### config.mk
export PLATFORM = sky130hd
export DESIGN_NAME = pc_fetch
export DESIGN_NICKNAME = d
export VERILOG_FILES = /design/src/rtl/pc_fetch.sv
export SDC_FILE = /design/constraint.sdc
export NUM_CORES = 1
export LEC_CHECK = 0
export BUFFER_PORTS_ARGS = -buffer_cell sky130_fd_sc_hd__buf_2
export CAP_MARGIN = 20
export CORE_MARGIN = 1
export CORE_UTILIZATION = 50
export CTS_BUF_LIST = sky130_fd_sc_hd__clkbuf_4 sky130_fd_sc_hd__clkbuf_8
export DETAILED_ROUTE_END_ITERATION = 8
export HOLD_SLACK_MARGIN = 0.12
export PLACE_DENSITY = 0.95
export SYNTH_ARGS = -nofsm -noshare
export SYNTH_HDL_FRONTEND = slang
export SYNTH_SLANG_ARGS = --single-unit
export TNS_END_PERCENT = 5
### constraint.sdc
create_clock -name clk -period 3.62 [get_ports clk]
set_input_delay 0.362 -clock clk [delete_from_list [all_inputs] [get_ports clk]]
set_output_delay 0.362 -clock clk [all_outputs]
set_load 0.02 [all_outputs]
### src/rtl/pc_fetch.sv
// ---------------------------------------------------------------------------
// pc_fetch
//   Program-counter and byte-fetch sequencer for the 8-bit CPU. Owns the
//   16-bit PC, issues single-byte reads to program memory through a
//   request/ready handshake and latches each returned byte into ir.
//   Jump targets from the jump unit are loaded verbatim when jmp_pcoe is high.
//
// Parameters
//   RESET_VEC   PC value loaded on reset
//
// Ports
//   clk         in   system clock, rising edge
//   rst         in   asynchronous active-high reset
//   fetch       in   request the next byte at the current PC (level)
//   halt        in   blocks the start of new fetches
//   jmp_pcoe    in   jump taken, load jmp_pc into the PC
//   jmp_pc      in   [15:0] jump target
//   mem_ready   in   memory presents valid mem_data this cycle
//   mem_data    in   [7:0] byte from program memory
//   mem_req     out  read request, held until accepted (registered)
//   mem_addr    out  [15:0] read address (registered)
//   pc          out  [15:0] current program counter (registered)
//   ir          out  [7:0] last fetched byte (registered)
//   byte_valid  out  one-cycle pulse, ir updated this cycle (registered)
//   busy        out  a fetch is outstanding (registered)
// ---------------------------------------------------------------------------
module pc_fetch #(
    parameter logic [15:0] RESET_VEC = 16'h0000
) (
    input  logic        clk,
    input  logic        rst,
    input  logic        fetch,
    input  logic        halt,
    input  logic        jmp_pcoe,
    input  logic [15:0] jmp_pc,
    input  logic        mem_ready,
    input  logic [7:0]  mem_data,
    output logic        mem_req,
    output logic [15:0] mem_addr,
    output logic [15:0] pc,
    output logic [7:0]  ir,
    output logic        byte_valid,
    output logic        busy
);

    typedef enum logic [0:0] {
        ST_IDLE = 1'b0,
        ST_REQ  = 1'b1
    } state_t;

    state_t      state_r;
    state_t      state_s;
    logic [15:0] pc_s;
    logic [7:0]  ir_s;
    logic        byte_valid_s;
    logic        req_s;

    // Next-state, next-PC and next-IR decode for the two-state fetch FSM.
    always_comb begin
        state_s      = state_r;
        pc_s         = pc;
        ir_s         = ir;
        byte_valid_s = 1'b0;

        case (state_r)
            ST_IDLE: begin
                // A jump in IDLE suppresses fetch start for this cycle so the
                // next request is issued from the new PC.
                if (jmp_pcoe) begin
                    pc_s    = jmp_pc;
                    state_s = ST_IDLE;
                end else if (fetch && !halt) begin
                    state_s = ST_REQ;
                end else begin
                    state_s = ST_IDLE;
                end
            end
            ST_REQ: begin
                if (mem_ready) begin
                    ir_s         = mem_data;
                    byte_valid_s = 1'b1;
                    state_s      = ST_IDLE;
                    // Jump takes priority over the sequential increment.
                    if (jmp_pcoe) begin
                        pc_s = jmp_pc;
                    end else begin
                        pc_s = pc + 16'd1;
                    end
                end else if (jmp_pcoe) begin
                    // Abort: drop the request, no byte delivered.
                    pc_s    = jmp_pc;
                    state_s = ST_IDLE;
                end else begin
                    state_s = ST_REQ;
                end
            end
            default: begin
                state_s = ST_IDLE;
            end
        endcase

        req_s = (state_s == ST_REQ);
    end

    // State and registered outputs; mem_addr tracks the next PC so it is
    // already valid on the cycle the request is raised.
    always_ff @(posedge clk or posedge rst) begin
        if (rst) begin
            state_r    <= ST_IDLE;
            pc         <= RESET_VEC;
            mem_addr   <= RESET_VEC;
            ir         <= 8'h00;
            mem_req    <= 1'b0;
            busy       <= 1'b0;
            byte_valid <= 1'b0;
        end else begin
            state_r    <= state_s;
            pc         <= pc_s;
            mem_addr   <= pc_s;
            ir         <= ir_s;
            mem_req    <= req_s;
            busy       <= req_s;
            byte_valid <= byte_valid_s;
        end
    end

endmodule

==> results.yml <==
yosys:
  post_synth_most_frequent_cells: "26 x sky130_fd_sc_hd__dfrtp_1, 18 x sky130_fd_sc_hd__buf_4, 17 x sky130_fd_sc_hd__nand2_1, 10 x sky130_fd_sc_hd__xnor2_1, 9 x sky130_fd_sc_hd__o21ai_0"
  yosys_warning_count: 0
  yosysSeqAreaShare_pct: 45.5
  synth-seq-cells: 26
  syn_area_per_cell_sq_um: 9.99
  synth.largest_area_cell: "sky130_fd_sc_hd__dfrtp_1"
  synth_area_leaders: "sky130_fd_sc_hd__dfrtp_1 46%, sky130_fd_sc_hd__buf_4 9.5%, sky130_fd_sc_hd__mux2_2 6.3%"
  yosys.cell_types.count: 27
  synth.top_cell.area_share_pct: 45.5
  synth-edff-count: 0
  synth_most_common_cell: "sky130_fd_sc_hd__dfrtp_1"
  syn-instance-count: 143
  synth_flop_cell: "sky130_fd_sc_hd__dfrtp_1"
  syn-cell-area_sq_mm: 0.00143
  syn_nets: 174
  postSynth.asyncResetShare_pct: 100
placed_design:
  dpl_worst_slack_ns: 2.03
  gp_congestion: 0.846
  hpwl_um: 2250
  buffer_ports.inserted: 72
cells_and_area:
  finalNetCount: 232
  num-fill-cells: 225
  n_antenna_cell: 0
  layout-drive-gt1-share_pct: 45.5
  areaGrowthSynthToFinish_pct: 22.9
sta:
  finalWorstPathRequiredPeriod_ns: 1.64
  fin_worst_skew_ns: 0.00356
  period_share_pct: 45.3
  maxClockFrequency_ghz: 0.610
  setup_tns_ns: 0
  rsz_0062_raised_after_global_routing: "false"
  fin_ws_ns: 1.98
  maxSlewViolCount: 0
  timing_hold_violations_final: 0
  relSlewSlack_pct: 67.5
  whs_ns: 0.238
  finalSetupViolations: 0
  slew_worst_pin_ns: 0.487
route:
  drc_errors: 0
  avg_wl_per_cell_um: 13.2
  first_iter_violations: 19
  detailedRoute.firstPassIterationCount: 4
  finalWirelength_um: 3060
  final_antenna_net_count: 0
  vias: 1217
  viasPerCell: 5.27
die:
  core_region_area_sq_mm: 0.00273
  fp.dieArea_sq_mm: 0.00308
  initial_utilization_pct: 52.3
  die_width_um: 55.5
  placementRows: 19
  die_h_um: 55.5
  num_io_pins: 73
setup_path:
  worst_setup_path_start_kind: "flip-flop"
  reg2reg_from: "pc[0]"
  path_max_fanout: 8
  timing.critical_path.to_type: "flip-flop"
  cp_data_arrival_time_ns: 1.84
  r2r_setup_slack_ns: 1.98
  worstRegToRegCells: 5
  worstSetupPathType: "reg -> reg"
  required_time_worst_endpoint_ns: 3.82
  timing.rr.end: "pc[12]"
power:
  cellLeakagePower_nw: 0.848
  peakVddDrop_mv: 0.386
  post-layout-total-power_mw: 0.750
  power.density_cell_area_mw_per_mm2: 427
hold_path:
  timing.hold.worst_endpoint: "pc[4]"
  min-delay-path-class: "in -> reg"
  min_delay_src: "jmp_pc[4]"
  worstHoldPathCells: 3
global_routing:
  global_route_wire_length_before_repair_um: 5060
  grt_max_degree: 34
  grt_pass1_vias: 1124
  antenna_found_initial: 0
  grt_overflow: 0
  grt.total_usage_pct: 20.8
run:
  maxCapViolCount: 0
clock_network:
  cts_tree: "built"
  cts-htree-levels: 1
  clock_insertion_delay_worst_skew_ns: 0.32
  clk_sinks: 26
  cts_made_buffers: 3
  clock_tree.root_cell: "sky130_fd_sc_hd__clkbuf_4"
  worst_setup_hold_path_clk_slew_ns: 0.14
  largest_buffer_count_on_any_clock_path: 2
status:
  status: "finished, final reports clean"
==> what timing repair did <==
item,CTS,global route
endpoints found under the hold margin,0,3
gates resized for setup,0,0
buffers inserted,0,0
hold buffers,0,1
==> metrics by stage <==
step | utilization, % | cell area, sq um | cells
6_report | 64.2 | 1760 | 231
4_1_cts | 62.8 | 1720 | 229
2_1_floorplan | - | 1430 | 143
3_5_place_dp | 61.5 | 1680 | 225
3_3_place_gp | 61.5 | 1680 | 225
5_1_grt | 64.2 | 1760 | 231
==> per-layer routing <==
layer	track usage, %	routed length [um]	up-vias
met2	33.4	1520	48
met4	9.29	35	0
met5	0	0	-
met1	27.5	1330	575
met3	3.98	175	4
li1	-	-	590
==> where the power goes <==
group	switching [mW]	internal, mW
clock	0.0851	0.0614
combinational	0.138	0.0923
sequential	0.0415	0.331
total	0.265	0.485
==> layout make-up <==
type	instances	area, sq um	share of cell area, %
Clock buffer	4	36.3	2.07
Inverter	6	22.5	1.28
Multi-Input combinational cell	90	609	34.7
Sequential cell	26	651	37.1
Tap cell	31	38.8	2.21
Timing Repair Buffer	74	398	22.7
==> flip-flops by register name, indices dropped and copies added (netlist names) <==
name,count
ir,8
byte_valid,1
pc,16
state_r,1
==> how the worst max path moves through the flow <==
stage               start     end  slack, ns  cells past startpoint
floorplan           pc[0]  pc[12]       2.04                      5
global placement    pc[0]  pc[14]       2.12                      5
detailed placement  pc[0]  pc[12]       2.03                      5
CTS                 pc[0]  pc[12]       1.99                      5
global route        pc[0]  pc[14]       1.91                      5
finish              pc[0]  pc[12]       1.98                      5
==> kinds of logic (layout without fill, tap and decap cells) <==
family                     Yosys count  after routing  synth area share (%)
and+or+nand+nor                     48             48                  19.4
DFF                                 26             26                  45.5
AOI/OAI and AO/OA                   19             19                  7.27
muxes                               10             10                  7.71
buffers and inverters               27             84                  11.8
adders and majority gates            1              1                 0.876
xor gates and xnor gates            12             12                  7.36
==> cell usage in the layout, fill, tap and decap left out, types with 3 or more instances in the layout <==
master                     netlist  layout
sky130_fd_sc_hd__nor4_2          4       4
sky130_fd_sc_hd__buf_2           0      72
sky130_fd_sc_hd__inv_1           6       6
sky130_fd_sc_hd__nand3_1         6       6
sky130_fd_sc_hd__clkbuf_4        0       3
sky130_fd_sc_hd__nand2_1        17      17
sky130_fd_sc_hd__nand4_1         4       4
sky130_fd_sc_hd__o21ai_0         9       9
sky130_fd_sc_hd__nor2_1          5       5
sky130_fd_sc_hd__dfrtp_1        26      26
sky130_fd_sc_hd__xnor2_1        10      10
sky130_fd_sc_hd__o21ai_1         5       5
sky130_fd_sc_hd__nor3_1          3       3
sky130_fd_sc_hd__mux2_2          8       8
==> worst max-delay path: stages (launching register included) <==
cell	delay (ns)
sky130_fd_sc_hd__dfrtp_1	0.51
sky130_fd_sc_hd__ha_1	0.23
sky130_fd_sc_hd__nand4_2	0.20
sky130_fd_sc_hd__nor4_2	0.34
sky130_fd_sc_hd__xnor2_1	0.16
sky130_fd_sc_hd__o21ai_1	0.08
Note: power is estimated with default switching activity, not from simulation.
